### config.mk
export PLATFORM = sky130hd
export DESIGN_NAME = avr_fetch_unit
export DESIGN_NICKNAME = d
export VERILOG_FILES = /design/src/rtl/avr_fetch_unit.sv
export SDC_FILE = /design/constraint.sdc
export NUM_CORES = 1
export LEC_CHECK = 0
export CAP_MARGIN = 10
export CORE_MARGIN = 5
export CORE_UTILIZATION = 54
export CTS_BUF_LIST = sky130_fd_sc_hd__clkbuf_4 sky130_fd_sc_hd__clkbuf_8 sky130_fd_sc_hd__clkbuf_16
export DETAILED_ROUTE_END_ITERATION = 8
export GPL_ROUTABILITY_DRIVEN = 0
export MAX_ROUTING_LAYER = met4
export PLACE_DENSITY_LB_ADDON = 0.05
export SYNTH_ARGS = -nofsm -noshare
export SYNTH_HDL_FRONTEND = slang
export SYNTH_SLANG_ARGS = --single-unit
### constraint.sdc
create_clock -name clock -period 4.95 [get_ports clock]
set_input_delay 0.495 -clock clock [delete_from_list [all_inputs] [get_ports clock]]
set_output_delay 0.495 -clock clock [all_outputs]
set_load 0.02 [all_outputs]
### src/rtl/avr_fetch_unit.sv
// AVR instruction fetch: PC, ROM read issue, prefetch queue and two-word assembly.
// Define FETCH_STATS_EN to add the stat_issued / stat_stall / stat_flush counters.
module avr_fetch_unit #(
  parameter int                ADDR_W   = 14,
  parameter int                DEPTH    = 4,
  parameter logic [ADDR_W-1:0] RESET_PC = '0
) (
  input  logic              clock,
  input  logic              reset,
  output logic              rom_rd_en,
  output logic [ADDR_W-1:0] rom_addr,
  input  logic [15:0]       rom_data,
  input  logic              redirect_valid,
  input  logic [ADDR_W-1:0] redirect_pc,
  output logic              instr_valid,
  input  logic              instr_ready,
  output logic [15:0]       instr_word,
  output logic [15:0]       instr_ext,
  output logic              instr_is32,
  output logic [ADDR_W-1:0] instr_pc
`ifdef FETCH_STATS_EN
  ,
  output logic [31:0]       stat_issued,
  output logic [31:0]       stat_stall,
  output logic [15:0]       stat_flush
`endif
);

  localparam int PTR_W = $clog2(DEPTH);
  localparam int CNT_W = PTR_W + 1;

  function automatic logic is_two_word(input logic [15:0] w);
    return ((w & 16'hFC0F) == 16'h9000) || ((w & 16'hFE0C) == 16'h940C);
  endfunction

  logic [15:0]       word_q [DEPTH];
  logic [ADDR_W-1:0] pc_q   [DEPTH];

  logic [PTR_W-1:0]  head_q, head_d, tail_q, tail_d, head_nxt;
  logic [CNT_W-1:0]  count_q, count_d, pop_n;
  logic [CNT_W:0]    occupancy;
  logic [ADDR_W-1:0] fetch_pc_q, fetch_pc_d, inflight_pc_q;
  logic              inflight_q;
  logic              head_is32, have_any, push, xfer;

  assign head_nxt  = head_q + PTR_W'(1);
  assign head_is32 = is_two_word(word_q[head_q]);
  assign have_any  = (count_q != '0);
  // In-flight reads are reserved at issue so a returning word always has a slot.
  assign occupancy = (CNT_W+1)'(count_q) + (CNT_W+1)'(inflight_q);

  assign rom_rd_en = !reset && !redirect_valid && (occupancy < (CNT_W+1)'(DEPTH));
  assign rom_addr  = fetch_pc_q;

  assign instr_valid = !reset && !redirect_valid && have_any &&
                       (!head_is32 || (count_q >= CNT_W'(2)));
  assign instr_word  = have_any ? word_q[head_q] : 16'h0000;
  assign instr_pc    = have_any ? pc_q[head_q] : '0;
  assign instr_is32  = have_any && head_is32;
  assign instr_ext   = instr_is32 ? word_q[head_nxt] : 16'h0000;

  assign xfer = instr_valid && instr_ready;
  // A redirect discards whatever returns in the same cycle.
  assign push = inflight_q && !redirect_valid;

  always_comb begin
    pop_n      = '0;
    if (xfer) pop_n = instr_is32 ? CNT_W'(2) : CNT_W'(1);
    head_d     = head_q + PTR_W'(pop_n);
    tail_d     = tail_q + PTR_W'(push);
    count_d    = count_q + CNT_W'(push) - pop_n;
    fetch_pc_d = fetch_pc_q + ADDR_W'(rom_rd_en);
  end

  always_ff @(posedge clock) begin
    if (reset) begin
      head_q        <= '0;
      tail_q        <= '0;
      count_q       <= '0;
      fetch_pc_q    <= RESET_PC;
      inflight_q    <= 1'b0;
      inflight_pc_q <= '0;
    end else if (redirect_valid) begin
      head_q        <= '0;
      tail_q        <= '0;
      count_q       <= '0;
      fetch_pc_q    <= redirect_pc;
      inflight_q    <= 1'b0;
      inflight_pc_q <= '0;
    end else begin
      head_q        <= head_d;
      tail_q        <= tail_d;
      count_q       <= count_d;
      fetch_pc_q    <= fetch_pc_d;
      inflight_q    <= rom_rd_en;
      inflight_pc_q <= fetch_pc_q;
    end
  end

  always_ff @(posedge clock) begin
    if (push) begin
      word_q[tail_q] <= rom_data;
      pc_q[tail_q]   <= inflight_pc_q;
    end
  end

`ifdef FETCH_STATS_EN
  logic [31:0] issued_q, stall_q;
  logic [15:0] flush_q;

  always_ff @(posedge clock) begin
    if (reset) begin
      issued_q <= '0;
      stall_q  <= '0;
      flush_q  <= '0;
    end else begin
      issued_q <= issued_q + 32'(xfer);
      stall_q  <= stall_q + 32'(instr_valid && !instr_ready);
      flush_q  <= flush_q + 16'(redirect_valid);
    end
  end

  assign stat_issued = issued_q;
  assign stat_stall  = stall_q;
  assign stat_flush  = flush_q;
`else
  // Statistics counters are not built in this configuration.
`endif

endmodule

==> impl_metrics.toml <==
[status]
status = "finished, final reports clean"

[detailed_routing]
routedWlPerCell_um = 19.5
firstDrtPassIters = 4
drt_wl_total_um = 13100
vias = 3785
drc = 0
drtIter0Drc = 245
ant_nets = 0
viasPerCell = 5.66

[logic_synthesis]
ys_seq_area_frac = 0.654
yosysUniqueCellTypes = 38
synth.top_cells.by_area = "edfxtp_1, mux4_2, dfxtp_1, nor2b_1, mux2i_1"
synth-edff-count = 120
synth.most_common_cell = "edfxtp_1"
synth_top_cell_area_share = 0.545
synth.avg_cell_area_um2 = 16.4
async_reset_ff_frac = 0
netlist_instances = 404
syn_nets = 444
synthFlopType = "edfxtp_1"
ys_ff_latch = 156
ys_warn_count = 0
synth_area_um2 = 6620
synth.largest_area_cell = "edfxtp_1"
synth_common_cells = "edfxtp_1, mux4_2, nor2b_1, dfxtp_1, nor2_1"

[sta]
setup_violations = 0
drv_slew = 0
finalCritPeriodShare = 0.901
fmax_mhz = 224
rsz0062_at_grt = "false"
fin_crit_ns = 4.46
hold_violations = 0
tightestPinTransition_ns = 1.00
skew_ns = 0.00423
tns_ns = 0
slew_headroom = 0.329

[final_layout]
nets = 550
register_area_um2 = 4330
multiInputGateArea_um2 = 2180
final_cells = 669
fin_util = 0.694
drive_above_1_share = 0.192
area_growth_pct = 26.0
fillers = 843
fin_area_um2 = 8340
antenna_cells = 0

[worst_hold_path]
hold_start = "inflight_pc_q[12]"
hold_class = "register to register"

[global_routing]
grt_pass1_wl_um = 21500
antenna_found_initial = 0
grt_usage = 0.202
grt_max_degree = 32
grt_pass1_vias = 4017
grt_overflow = 0

[placement]
dp_hpwl_um = 8570
placedCellCount = 638
place_area_um2 = 7770
portBuffers = 96

[die]
die_area_um2 = 14600
fp-row-count = 40
initial_core_util = 0.551
die_h_um = 121
coreArea_um2 = 12000
ios = 97
die_w_um = 121

[clocking]
clk_latency_ns = 0.41
clk_pin_slew_worst_paths_ns = 0.06
hold_buffers = 0
cts_tree = "done"
clockBufferDepth = 2
post_cts_buffers = 0
root_buffer = "clkbuf_16"
ctsResizeCount = 0
numCtsBuffers = 17
clock_sinks = 156
h-tree-depth = 4

[critical_path]
arrival_ns = 3.96
reg2reg_from = "head_q[0]"
critPathMaxFanout = 17
worstSetupStartpointType = "register"
crit_top_cell = "buf_4"
required_ns = 4.45
crit_type = "register to primary output"
crit_chain = "buf_4 > buf_4 > mux4_2 > and4b_1 > a21oi_1 > or3_1 > and2b_1 > clkdlybuf4s50_1"
critPathTopFamily = "simple AND/OR/NAND/NOR gates"
critical-path-slowest-cell = "dfxtp_2"
crit_start = "head_q[0]"
regToRegSetupSlack_ns = 1.08
crit_path_max_incr_delay_ns = 0.63
end_kind = "primary output"
cp_num_buf_inv = 3

[power]
peakVddDrop_v = 0.000202
p_per_area_nw_per_um2 = 336
leakage_uw = 0.00286

[run]
drv_cap = 0
-- sequential cells by signal (all words and copies together), names as in the netlist --
register,count
word_q,64
pc_q,56
inflight_pc_q,14
rom_addr,14
count_q,3
head_q,2
tail_q,2
inflight_q,1
-- cells by family (layout without fill, tap and decap cells) --
group | Yosys count | after routing | synth area share
DFF | 156 | 156 | 0.654
muxes | 61 | 61 | 0.175
AOI/OAI and AO/OA | 14 | 14 | 0.0146
xor gates and xnor gates | 17 | 17 | 0.0225
and+or+nand+nor | 123 | 123 | 0.103
adders and majority gates | 6 | 6 | 0.0125
buffers and inverters | 27 | 145 | 0.0191
-- placed cells by master, fill, tap and decap left out, types with 3 or more instances in the layout --
| cell type | instances |
|---|---|
| edfxtp_1 | 120 |
| inv_1 | 5 |
| mux2_2 | 4 |
| and2b_1 | 3 |
| nor2_1 | 33 |
| dfxtp_1 | 34 |
| clkdlybuf4s50_1 | 96 |
| a21oi_1 | 8 |
| clkinv_2 | 5 |
| and2_1 | 16 |
| and3_1 | 6 |
| xnor2_1 | 15 |
| nor2b_1 | 40 |
| mux4_2 | 42 |
| ha_1 | 5 |
| clkbuf_16 | 17 |
| clkbuf_4 | 4 |
| buf_4 | 13 |
| nand3_1 | 3 |
| mux2i_1 | 14 |
| nand2_1 | 7 |
-- metrics by stage --
stage,power (uW),setup WS [ns],hold WS [ns]
floorplan,1520,1.41,0.438
global placement,1590,0.934,0.447
detailed placement,1590,0.865,0.464
CTS,2830,0.402,0.473
global route,2900,0.171,0.491
finish,2800,0.492,0.474
-- worst paths after layout --
kind	end	cells past startpoint
worst max-delay path	instr_ext[0]	8
worst min register to register	pc_q[1][12]	0
worst min-delay path	pc_q[1][12]	0
worst max register to register	count_q[2]	12
-- area by class of cell --
class,count,share of cell area
Clock buffer,22,0.0563
Multi-Input combinational cell,221,0.262
Timing Repair Buffer,109,0.127
Inverter,5,0.00225
Sequential cell,156,0.519
Tap cell,147,0.0221
Clock inverter,9,0.0116
-- power by group --
part	total, uW	internal [uW]	switching [uW]
registers	1440	1420	14.8
logic	127	67.5	59.6
clock network	1230	767	467
total	2800	2260	541
-- routing by layer --
metal | track usage | share of wire | up-vias
li1 | - | - | 1743
met1 | 0.259 | 0.43 | 1923
met2 | 0.321 | 0.52 | 113
met3 | 0.0524 | 0.049 | 6
met4 | 0.0630 | 0.0054 | 0
met5 | - | 0 | -
No activity file was read; power rests on OpenSTA's default activity.
